**src/rtl/uart_pkg.sv**
```systemverilog
// uart_pkg
//   Definitions shared by the UART receive and transmit controllers:
//   one-hot frame state encodings, the legal oversampling ratios and a
//   helper that maps any prescale request onto a legal ratio.
package uart_pkg;

    typedef enum logic [4:0] {
        IDLE   = 5'b00001,
        START  = 5'b00010,
        DATA   = 5'b00100,
        PARITY = 5'b01000,
        STOP   = 5'b10000
    } uart_state_e;

    localparam logic [5:0] PRESCALE_8  = 6'd8;
    localparam logic [5:0] PRESCALE_16 = 6'd16;
    localparam logic [5:0] PRESCALE_32 = 6'd32;

    // Anything other than 16 or 32 falls back to 8x oversampling.
    function automatic logic [5:0] legal_prescale(input logic [5:0] p);
        logic [5:0] r;
        case (p)
            PRESCALE_16: r = PRESCALE_16;
            PRESCALE_32: r = PRESCALE_32;
            default:     r = PRESCALE_8;
        endcase
        return r;
    endfunction

endpackage

```
**src/rtl/uart_rx_ctrl_if.sv**
```systemverilog
// uart_rx_ctrl_if
//   Serial line, frame configuration and received-data signals of the
//   UART receiver.
//   master : drives RX_IN, PAR_EN, PAR_TYP, Prescale; observes results
//   slave  : the receiver; drives P_DATA, data_valid, parity_error,
//            stop_error
interface uart_rx_ctrl_if #(
    parameter int DATA_WIDTH = 8
);
    logic                  RX_IN;
    logic                  PAR_EN;
    logic                  PAR_TYP;
    logic [5:0]            Prescale;
    logic [DATA_WIDTH-1:0] P_DATA;
    logic                  data_valid;
    logic                  parity_error;
    logic                  stop_error;

    modport master (
        output RX_IN, PAR_EN, PAR_TYP, Prescale,
        input  P_DATA, data_valid, parity_error, stop_error
    );

    modport slave (
        input  RX_IN, PAR_EN, PAR_TYP, Prescale,
        output P_DATA, data_valid, parity_error, stop_error
    );
endinterface

```
**src/rtl/rx_edge_bit_counter.sv**
```systemverilog
// rx_edge_bit_counter
//   Oversampling edge counter and data-bit counter for the UART receiver.
//   Ports:
//     clk, rst   : clock, asynchronous active-high reset
//     cnt_start  : start bit seen in idle; this cycle is edge 0
//     cnt_en     : a frame is in progress
//     bit_en     : the data-bit counter advances on each edge wrap
//     edge_max   : last edge index of a bit (latched prescale - 1)
//     edge_cnt   : current edge index within the bit
//     edge_last  : edge_cnt is at edge_max
//     bit_last   : data-bit counter is at DATA_WIDTH-1
module rx_edge_bit_counter #(
    parameter int DATA_WIDTH = 8
) (
    input  logic       clk,
    input  logic       rst,
    input  logic       cnt_start,
    input  logic       cnt_en,
    input  logic       bit_en,
    input  logic [5:0] edge_max,
    output logic [5:0] edge_cnt,
    output logic       edge_last,
    output logic       bit_last
);
    localparam int BIT_W = (DATA_WIDTH > 1) ? $clog2(DATA_WIDTH) : 1;
    localparam logic [BIT_W-1:0] BIT_MAX = BIT_W'(DATA_WIDTH - 1);
    localparam logic [BIT_W-1:0] BIT_ONE = BIT_W'(1);

    logic [5:0]       edge_cnt_q, edge_cnt_d;
    logic [BIT_W-1:0] bit_cnt_q, bit_cnt_d;

    assign edge_cnt  = edge_cnt_q;
    assign edge_last = (edge_cnt_q == edge_max);
    assign bit_last  = (bit_cnt_q == BIT_MAX);

    always_comb begin
        edge_cnt_d = edge_cnt_q;
        bit_cnt_d  = bit_cnt_q;
        if (cnt_start) begin
            // The detecting cycle already counts as edge 0.
            edge_cnt_d = 6'd1;
            bit_cnt_d  = '0;
        end else if (cnt_en) begin
            if (edge_last) begin
                edge_cnt_d = '0;
                if (bit_en) begin
                    bit_cnt_d = bit_last ? '0 : bit_cnt_q + BIT_ONE;
                end
            end else begin
                edge_cnt_d = edge_cnt_q + 6'd1;
            end
        end else begin
            edge_cnt_d = '0;
            bit_cnt_d  = '0;
        end
    end

    always_ff @(posedge clk or posedge rst) begin
        if (rst) begin
            edge_cnt_q <= '0;
            bit_cnt_q  <= '0;
        end else begin
            edge_cnt_q <= edge_cnt_d;
            bit_cnt_q  <= bit_cnt_d;
        end
    end

endmodule

```
**src/rtl/uart_rx_ctrl.sv**
```systemverilog
// uart_rx_ctrl
//   UART receive controller: start detection, 3-sample majority voting,
//   LSB-first deserialisation, optional even/odd parity check, stop check.
//   Ports:
//     clk : oversampling clock (Prescale x bit rate)
//     rst : asynchronous active-high reset
//     rx  : slave side of uart_rx_ctrl_if (RX_IN, PAR_EN, PAR_TYP,
//           Prescale in; P_DATA, data_valid, parity_error, stop_error out)
module uart_rx_ctrl
    import uart_pkg::*;
#(
    parameter int DATA_WIDTH = 8
) (
    input  logic          clk,
    input  logic          rst,
    uart_rx_ctrl_if.slave rx
);
    uart_state_e           state_q, state_d;
    logic [5:0]            p_q, p_d;
    logic                  par_en_q, par_en_d;
    logic                  par_typ_q, par_typ_d;
    logic [1:0]            samp_q, samp_d;
    logic                  bit_q, bit_d;
    logic [DATA_WIDTH-1:0] shift_q, shift_d;
    logic                  frame_err_q, frame_err_d;
    logic [DATA_WIDTH-1:0] p_data_q, p_data_d;
    logic                  data_valid_q, data_valid_d;
    logic                  parity_error_q, parity_error_d;
    logic                  stop_error_q, stop_error_d;

    logic [5:0] edge_cnt;
    logic       edge_last, bit_last;
    logic       cnt_start, cnt_en, bit_en;
    logic [5:0] edge_max, samp_lo, samp_mid, samp_hi;

    assign edge_max = p_q - 6'd1;
    assign samp_mid = p_q >> 1;
    assign samp_lo  = samp_mid - 6'd1;
    assign samp_hi  = samp_mid + 6'd1;

    assign cnt_start = (state_q == IDLE) && !rx.RX_IN;
    assign cnt_en    = (state_q != IDLE);
    assign bit_en    = (state_q == DATA);

    rx_edge_bit_counter #(
        .DATA_WIDTH(DATA_WIDTH)
    ) u_cnt (
        .clk       (clk),
        .rst       (rst),
        .cnt_start (cnt_start),
        .cnt_en    (cnt_en),
        .bit_en    (bit_en),
        .edge_max  (edge_max),
        .edge_cnt  (edge_cnt),
        .edge_last (edge_last),
        .bit_last  (bit_last)
    );

    always_comb begin
        state_d        = state_q;
        p_d            = p_q;
        par_en_d       = par_en_q;
        par_typ_d      = par_typ_q;
        samp_d         = samp_q;
        bit_d          = bit_q;
        shift_d        = shift_q;
        frame_err_d    = frame_err_q;
        p_data_d       = p_data_q;
        data_valid_d   = 1'b0;
        parity_error_d = 1'b0;
        stop_error_d   = 1'b0;

        // Majority vote resolves on the third sample; bit_q is then stable
        // until the bit's last edge, where the FSM consumes it.
        if (state_q != IDLE) begin
            if (edge_cnt == samp_lo)  samp_d[0] = rx.RX_IN;
            if (edge_cnt == samp_mid) samp_d[1] = rx.RX_IN;
            if (edge_cnt == samp_hi) begin
                bit_d = (samp_q[0] & samp_q[1]) | (samp_q[0] & rx.RX_IN) |
                        (samp_q[1] & rx.RX_IN);
            end
        end

        case (state_q)
            IDLE: begin
                if (!rx.RX_IN) begin
                    state_d     = START;
                    p_d         = legal_prescale(rx.Prescale);
                    par_en_d    = rx.PAR_EN;
                    par_typ_d   = rx.PAR_TYP;
                    frame_err_d = 1'b0;
                end
            end
            START: begin
                if (edge_last) state_d = bit_q ? IDLE : DATA;
            end
            DATA: begin
                if (edge_last) begin
                    shift_d = {bit_q, shift_q[DATA_WIDTH-1:1]};
                    if (bit_last) state_d = par_en_q ? PARITY : STOP;
                end
            end
            PARITY: begin
                if (edge_last) begin
                    if (bit_q != ((^shift_q) ^ par_typ_q)) begin
                        parity_error_d = 1'b1;
                        frame_err_d    = 1'b1;
                    end
                    state_d = STOP;
                end
            end
            STOP: begin
                if (edge_last) begin
                    state_d = IDLE;
                    if (!bit_q) begin
                        stop_error_d = 1'b1;
                    end else if (!frame_err_q) begin
                        data_valid_d = 1'b1;
                        p_data_d     = shift_q;
                    end
                end
            end
            default: state_d = IDLE;
        endcase
    end

    always_ff @(posedge clk or posedge rst) begin
        if (rst) begin
            state_q        <= IDLE;
            p_q            <= PRESCALE_8;
            par_en_q       <= 1'b0;
            par_typ_q      <= 1'b0;
            samp_q         <= '0;
            bit_q          <= 1'b0;
            shift_q        <= '0;
            frame_err_q    <= 1'b0;
            p_data_q       <= '0;
            data_valid_q   <= 1'b0;
            parity_error_q <= 1'b0;
            stop_error_q   <= 1'b0;
        end else begin
            state_q        <= state_d;
            p_q            <= p_d;
            par_en_q       <= par_en_d;
            par_typ_q      <= par_typ_d;
            samp_q         <= samp_d;
            bit_q          <= bit_d;
            shift_q        <= shift_d;
            frame_err_q    <= frame_err_d;
            p_data_q       <= p_data_d;
            data_valid_q   <= data_valid_d;
            parity_error_q <= parity_error_d;
            stop_error_q   <= stop_error_d;
        end
    end

    assign rx.P_DATA       = p_data_q;
    assign rx.data_valid   = data_valid_q;
    assign rx.parity_error = parity_error_q;
    assign rx.stop_error   = stop_error_q;

endmodule

```
**src/flat_wrapper.sv**
```systemverilog
// flat-port wrapper written by rule: the top's interface ports become plain ports
module uart_rx_ctrl_flat import uart_pkg::*;
#(
    parameter int DATA_WIDTH = 8
)
  (clk, rst, rx_RX_IN, rx_PAR_EN, rx_PAR_TYP, rx_Prescale, rx_P_DATA, rx_data_valid, rx_parity_error, rx_stop_error);
  uart_rx_ctrl_if #(.DATA_WIDTH(DATA_WIDTH)) rx_i ();
  input  logic clk;
  input  logic rst;
  input wire logic [$bits(rx_i.RX_IN)-1:0] rx_RX_IN;
  input wire logic [$bits(rx_i.PAR_EN)-1:0] rx_PAR_EN;
  input wire logic [$bits(rx_i.PAR_TYP)-1:0] rx_PAR_TYP;
  input wire logic [$bits(rx_i.Prescale)-1:0] rx_Prescale;
  output wire logic [$bits(rx_i.P_DATA)-1:0] rx_P_DATA;
  output wire logic [$bits(rx_i.data_valid)-1:0] rx_data_valid;
  output wire logic [$bits(rx_i.parity_error)-1:0] rx_parity_error;
  output wire logic [$bits(rx_i.stop_error)-1:0] rx_stop_error;
  assign rx_i.RX_IN = rx_RX_IN;
  assign rx_i.PAR_EN = rx_PAR_EN;
  assign rx_i.PAR_TYP = rx_PAR_TYP;
  assign rx_i.Prescale = rx_Prescale;
  assign rx_P_DATA = rx_i.P_DATA;
  assign rx_data_valid = rx_i.data_valid;
  assign rx_parity_error = rx_i.parity_error;
  assign rx_stop_error = rx_i.stop_error;
  uart_rx_ctrl #(.DATA_WIDTH(DATA_WIDTH)) u_core (.clk(clk), .rst(rst), .rx(rx_i));
endmodule
```
**config.mk**
```make
export PLATFORM = sky130hd
export DESIGN_NAME = uart_rx_ctrl_flat
export DESIGN_NICKNAME = d
export VERILOG_FILES = /design/src/rtl/uart_pkg.sv /design/src/rtl/uart_rx_ctrl_if.sv /design/src/rtl/rx_edge_bit_counter.sv /design/src/rtl/uart_rx_ctrl.sv /design/src/flat_wrapper.sv
export SDC_FILE = /design/constraint.sdc
export NUM_CORES = 1
export LEC_CHECK = 0
export ABC_AREA = 1
export CELL_PAD_IN_SITES_DETAIL_PLACEMENT = 1
export CELL_PAD_IN_SITES_GLOBAL_PLACEMENT = 1
export CORE_UTILIZATION = 42
export CTS_CLUSTER_SIZE = 24
export DETAILED_ROUTE_END_ITERATION = 8
export HOLD_SLACK_MARGIN = 0.02
export PLACE_DENSITY_LB_ADDON = 0.08
export RECOVER_POWER = 100
export SLEW_MARGIN = 20
export SYNTH_ARGS = -nofsm -noshare
export SYNTH_HDL_FRONTEND = slang
export SYNTH_HIERARCHICAL = 1
export SYNTH_SLANG_ARGS = --single-unit
```
**constraint.sdc**
```tcl
create_clock -name clk -period 2.69 [get_ports clk]
set_input_delay 0.6725 -clock clk [delete_from_list [all_inputs] [get_ports clk]]
set_output_delay 0.6725 -clock clk [all_outputs]
set_load 0.005 [all_outputs]
```
======== Word-level counts from Yosys, hierarchy flattened ========
Index checks and enable logic that the tools add are counted.
word-level totals
  flip-flop bits (word level) ............. 45
  input bits .............................. 11
  output and inout port bits .............. 11
  word-level logic and storage cells ...... 96
operators by class
  add/subtract/negate cells ............... 5
  equal/unequal tests ..................... 23
  multiplexer cells ....................... 32
  bitwise logic cells ..................... 8
  reductions and logical operators ........ 13
operators by type and width
  kind                                                    number
  2-to-1 mux 5 bit                                        7
  case mux 5 bit (5 select lines)                         1
  == test 6 bit                                           3
  2-to-1 mux 3 bit                                        6
  2-to-1 mux 6 bit                                        3
  2-to-1 mux 1 bit                                        13
  case mux 6 bit (2 select lines)                         1
  AND reduction 2 bit                                     6
  inequality test 2 x 1 -> 1 bit (second input constant)  5
  AND reduction 4 bit                                     2
  XOR reduction 8 bit                                     1
  adder 5 x 1 -> 6 bit (second input constant)            1
  adder 6 x 1 -> 6 bit (second input constant)            1
  == test 6 x 5 -> 1 bit                                  1
  == test 6 x 5 -> 1 bit (second input constant)          1
  == test 6 bit (second input constant)                   1
  AND reduction 6 bit                                     1
  subtractor 5 x 1 -> 6 bit (second input constant)       1
  subtractor 6 x 1 -> 6 bit (second input constant)       1
  == test 5 x 1 -> 1 bit (second input constant)          1
  == test 5 x 2 -> 1 bit (second input constant)          1
  == test 5 x 3 -> 1 bit (second input constant)          1
  == test 5 x 4 -> 1 bit (second input constant)          1
  == test 5 bit (second input constant)                   1
  other kinds (15)                                        20

======== Longest topological paths before layout ========
  depth in word-level cells ............... 6
  depth in mapped cells ................... 15
  mapped depth without buffers ............ 15

======== Modules after synthesis ========
Netlist, hierarchy kept.
by module, submodules not included
  module               times used  cells an instance  area each (um^2)  seq. area each (um^2)
  uart_rx_ctrl         1           225                1774.2            828.3
  rx_edge_bit_counter  1           86                 598.1             225.2

======== Worst setup path after synthesis ========
OpenSTA, ideal clock, no wires.
  kind .................................... reg2reg
  from .................................... register u_core.p_q[3]
  to ...................................... register u_core.p_data_q[1], in the netlist u_core/rx.P_DATA[1]
  setup time .............................. 0.073 ns
  data arrival time ....................... 2.287 ns
  setup slack ............................. 0.330 ns
  cell stages (with the launch flop) ...... 15
  clock period less this slack ............ 2.360 ns
  cell sequence ........................... dfstp_2 > inv_1 > ha_1 > xor2_1 > inv_1 > nand2_1 > nand2_1 > nor2_2 > nand3_4 > inv_1 > inv_2 > nor4_4 > buf_6 > nor2_1 > a21oi_2
on the way
  cells in the longest elaborated chain, start to end .. 3
RTL lines
  item                           RTL line                   text
  start: declaration             uart_rx_ctrl.sv:19         logic [5:0] p_q, p_d;
  start signal: assignment       uart_rx_ctrl.sv:143        p_q <= p_d;
  subtractor 6 x 1 -> 6 bit      uart_rx_ctrl.sv:36         assign edge_max = p_q - 6'd1;
  via u_core.edge_max[3]         uart_rx_ctrl.sv:34         logic [5:0] edge_max, samp_lo, samp_mid, samp_hi;
  == test 6 bit                  rx_edge_bit_counter.sv:33  assign edge_last = (edge_cnt_q == edge_max);
  via u_core.edge_last           uart_rx_ctrl.sv:32         logic edge_last, bit_last;
  AND reduction 4 bit (no line)  n/a
  end signal: assignment         uart_rx_ctrl.sv:150        p_data_q <= p_data_d;
  end: declaration               uart_rx_ctrl.sv:26         logic [DATA_WIDTH-1:0] p_data_q, p_data_d;
The timed path passes the listed nets, and every way through them passes these cells.
A chain may end at the register's enable or synchronous reset.

======== Worst setup path in the final report ========
  from .................................... register u_core.p_q[3]
  to ...................................... register u_core.state_q[0]
on the way
  cells in the longest elaborated chain, start to end .. 4
  elaborated cells on any way between the ends .. 7
  classes of those cells .................. add/sub: 1; eq/ne: 5; reduce/logical: 1
RTL lines
  item                                      RTL line                   text
  subtractor 6 x 1 -> 6 bit *               uart_rx_ctrl.sv:36
  via u_core.edge_max[3]                    uart_rx_ctrl.sv:34
  == test 6 bit *                           rx_edge_bit_counter.sv:33
  via u_core.edge_last                      uart_rx_ctrl.sv:32
  inequality test 2 x 1 -> 1 bit (no line)  n/a
  AND reduction 6 bit (no line) *           n/a
  end signal: assignment                    uart_rx_ctrl.sv:142        state_q <= state_d;
  end: declaration                          uart_rx_ctrl.sv:18         uart_state_e state_q, state_d;
Mark *: on every way through the listed nets, which the timed path passes. The rest lies on a longest branch.

==> results.sh <==
export IMPL_synth_top_family_by_area="simple AND/OR/NAND/NOR gates"
export IMPL_ys_seq_area_share_pct=44.4
export IMPL_ys_ff_latch=42
export IMPL_hold_violations=0
export IMPL_drc=0
export IMPL_numCtsBuffers=5
export IMPL_p_leak_nw=1.43
export IMPL_vias_per_cell=4.88
export IMPL_setup_viol=0
export IMPL_cts_tree="done"
export IMPL_worstPathMaxFanout=5
export IMPL_grt_ovfl_total=0
export IMPL_yosysWarnings=6
export IMPL_critPathArrivalTime_ns=2.65
export IMPL_grt_pass1_wl_mm=9.72
export IMPL_mostFrequentLayoutCells="nand2_1 (88), inv_1 (45), dfrtp_1 (40), nor2_1 (37), nand3_1 (22)"
export IMPL_fmax_mhz=410
export IMPL_vias=2035
export IMPL_io_pins=22
export IMPL_period_share_pct=90.7
export IMPL_io_buffers=21
export IMPL_synth_xor_area_share_pct=4.43
export IMPL_rows=26
export IMPL_antenna_found_initial=0
export IMPL_syn_avg_cell_area_um2=7.63
export IMPL_syn_area_um2=2370
export IMPL_grt_max_degree=34
export IMPL_cts_hold_buf=0
export IMPL_dp_slack_ns=0.224
export IMPL_ys_types=29
export IMPL_clock_sinks=42
export IMPL_syn_instance_count=311
export IMPL_nets=361
export IMPL_worst_slack_ns=0.251
export IMPL_slew_headroom_pct=44.1
export IMPL_critical_path_class="flop to flop"
export IMPL_synth_compound_area_share_pct=6.96
export IMPL_synth_fa_ha_area_share_pct=2.11
export IMPL_core_area_um2=5270
export IMPL_final_common_cell="nand2_1"
export IMPL_muxShareOfSynthArea_pct=0
export IMPL_cts_root_buf="clkbuf_8"
export IMPL_clockBufferDepth=2
export IMPL_crit_path_end_kind="flop"
export IMPL_cp_start_kind="flop"
export IMPL_grt_pass1_vias=2093
export IMPL_gp_routability_congestion=0.853
export IMPL_drv_slew=0
export IMPL_antenna_cells=0
export IMPL_hold_class="flop to flop"
export IMPL_ant_nets=0
export IMPL_drt_total_wl_mm=5.45
export IMPL_power_density_nw_per_um2=834
export IMPL_htreeDepth=2
export IMPL_ir_drop_uv=426
export IMPL_clk_latency_ns=0.30
export IMPL_area_delta_synth_final_pct=17.6
export IMPL_seq_area_um2=1050
export IMPL_dr_first_iter_drc_count=92
export IMPL_fin_tns_setup_ns=0
export IMPL_wl_per_cell_um=13.1
export IMPL_maxCapViolCount=0
export IMPL_rsz0062_at_grt="no"
export IMPL_grt_use_total_pct=20.7
export IMPL_dieArea_um2=5950
export IMPL_period_needed_ns=2.44
export IMPL_drive_above_1_share_pct=9.22
export IMPL_cp_required_ns=2.90
export IMPL_multi_input_area_um2=1120
export IMPL_fp_dieH_um=77.2
export IMPL_clock_skew_ns=0.00566
export IMPL_die_w_um=77.2
export IMPL_synth_simple_area_share_pct=33.1
export IMPL_dp_hpwl_mm=4.17
export IMPL_worstMarginPinSlew_ns=0.838
export IMPL_status="complete, no violations"
export IMPL_clkTransAtPathRegs_ns=0.08
export IMPL_drtPass1Iterations=4
export IMPL_start_util_pct=45.0
export IMPL_fillers=713
-- state kept, by name, summed over array words and instances, names as in the netlist --
| register | cells |
|---|---|
| u_core/rx.parity_error | 1 |
| u_core/frame_err_q | 1 |
| u_core/rx.data_valid | 1 |
| u_core/p_q | 3 |
| u_core/samp_q | 2 |
| u_core/rx.P_DATA | 8 |
| u_core/shift_q | 8 |
| u_core/rx.stop_error | 1 |
| u_core/par_en_q | 1 |
| u_core/u_cnt/bit_cnt_q | 3 |
| u_core/par_typ_q | 1 |
| u_core/bit_q | 1 |
| u_core/u_cnt/edge_cnt | 6 |
| u_core/state_q | 5 |
-- worst max-delay path, stage by stage (launching register included) --
cell and delay (ns):
dfstp_2 0.55, inv_1 0.08, ha_1 0.24, xor2_2 0.21, inv_1 0.07, nand2_1 0.06
nand2_1 0.06, nor2_2 0.14, nand3_4 0.10, inv_1 0.10, clkbuf_1 0.24, o21ai_0 0.14
nand2_1 0.09, nand2_1 0.08, o21ai_0 0.19
-- per-layer routing --
metal | routed length, um | GRT usage (%)
met2 | 2530 | 32.5
met1 | 2750 | 28.7
met5 | 0 | 0
met4 | 70 | 6.42
met3 | 107 | 3.93
-- Yosys cell counts --
library cell / count / share of area, %
o21a_1: 1 / 0.32
nand2_1: 87 / 14
o22ai_1: 1 / 0.26
nor2_1: 37 / 5.9
a21oi_2: 3 / 1.1
o21ai_0: 15 / 3.2
xor2_1: 6 / 2.2
conb_1: 1 / 0.16
nor2_4: 3 / 1.4
nor4_4: 1 / 0.90
nand2_4: 1 / 0.47
or2_2: 2 / 0.53
nor4_2: 1 / 0.53
o21ai_1: 5 / 1.1
nand3_4: 1 / 0.74
a21oi_1: 5 / 1.1
inv_1: 45 / 7.1
xnor2_1: 6 / 2.2
nand4_1: 4 / 1.1
nand3_1: 21 / 4.4
inv_2: 5 / 0.79
dfstp_2: 2 / 2.2
nor2_2: 3 / 0.79
nand2_2: 1 / 0.26
nand3_2: 3 / 1.3
nor3_1: 5 / 1.1
buf_6: 2 / 0.95
ha_1: 4 / 2.1
dfrtp_1: 40 / 42
-- layout make-up --
cell class / instances / share of cell area, %
inverters: 50 / 6.73
well taps: 70 / 3.14
multi-input cells: 222 / 40.0
flip-flops and latches: 42 / 37.8
clock buffers: 6 / 2.60
clock inverters: 2 / 1.35
repair buffers: 25 / 8.39
-- power by group --
| group | switching (mW) | internal (mW) | total, mW |
|---|---|---|---|
| Sequential | 0.140 | 0.758 | 0.899 |
| Clock | 0.225 | 0.277 | 0.502 |
| Combinational | 0.605 | 0.322 | 0.927 |
-- worst paths after layout --
path | startpoint | endpoint | slack, ns | cells past startpoint
worst max-delay path | u_core/p_q[3] | u_core/state_q[0] | 0.25 | 14
worst min-delay path | u_core/u_cnt/bit_cnt_q[1] | u_core/u_cnt/bit_cnt_q[1] | 0.52 | 2
worst max register to register | u_core/p_q[3] | u_core/state_q[0] | 0.25 | 14
worst min register to register | u_core/u_cnt/bit_cnt_q[1] | u_core/u_cnt/bit_cnt_q[1] | 0.52 | 2
max in group asynchronous | rst | u_core/bit_q | 1.08 | 3
min in group asynchronous | rst | u_core/u_cnt/edge_cnt[3] | 0.81 | 2
-- per-stage QoR --
stage | std cells | power (mW) | cell area [um2] | util (%) | hold WS, ns
after floorplan | 316 | 1.59 | 2390 | - | 0.459
after global placement | 409 | 1.81 | 2700 | 51.2 | 0.489
after detailed placement | 409 | 1.85 | 2700 | 51.2 | 0.500
after CTS | 417 | 2.37 | 2810 | 53.3 | 0.520
after global routing | 417 | 2.52 | 2790 | 52.9 | 0.551
final | 417 | 2.33 | 2790 | 52.9 | 0.517
-- logic make-up (layout without fill, tap and decap cells) --
family | after synthesis | after routing
adders and majority gates | 4 | 4
buffers and inverters | 52 | 83
AOI/OAI and AO/OA | 30 | 30
DFF | 42 | 42
other | 1 | 6
xor gates and xnor gates | 12 | 12
and+or+nand+nor | 170 | 170
-- what timing repair did --
| item | CTS | global route |
|---|---|---|
| setup endpoints to repair | 0 | 1 |
| endpoints found under the hold margin | 0 | 0 |
| resized for setup | 0 | 2 |
| setup buffers | 0 | 0 |
No activity file was read; power rests on OpenSTA's default activity.
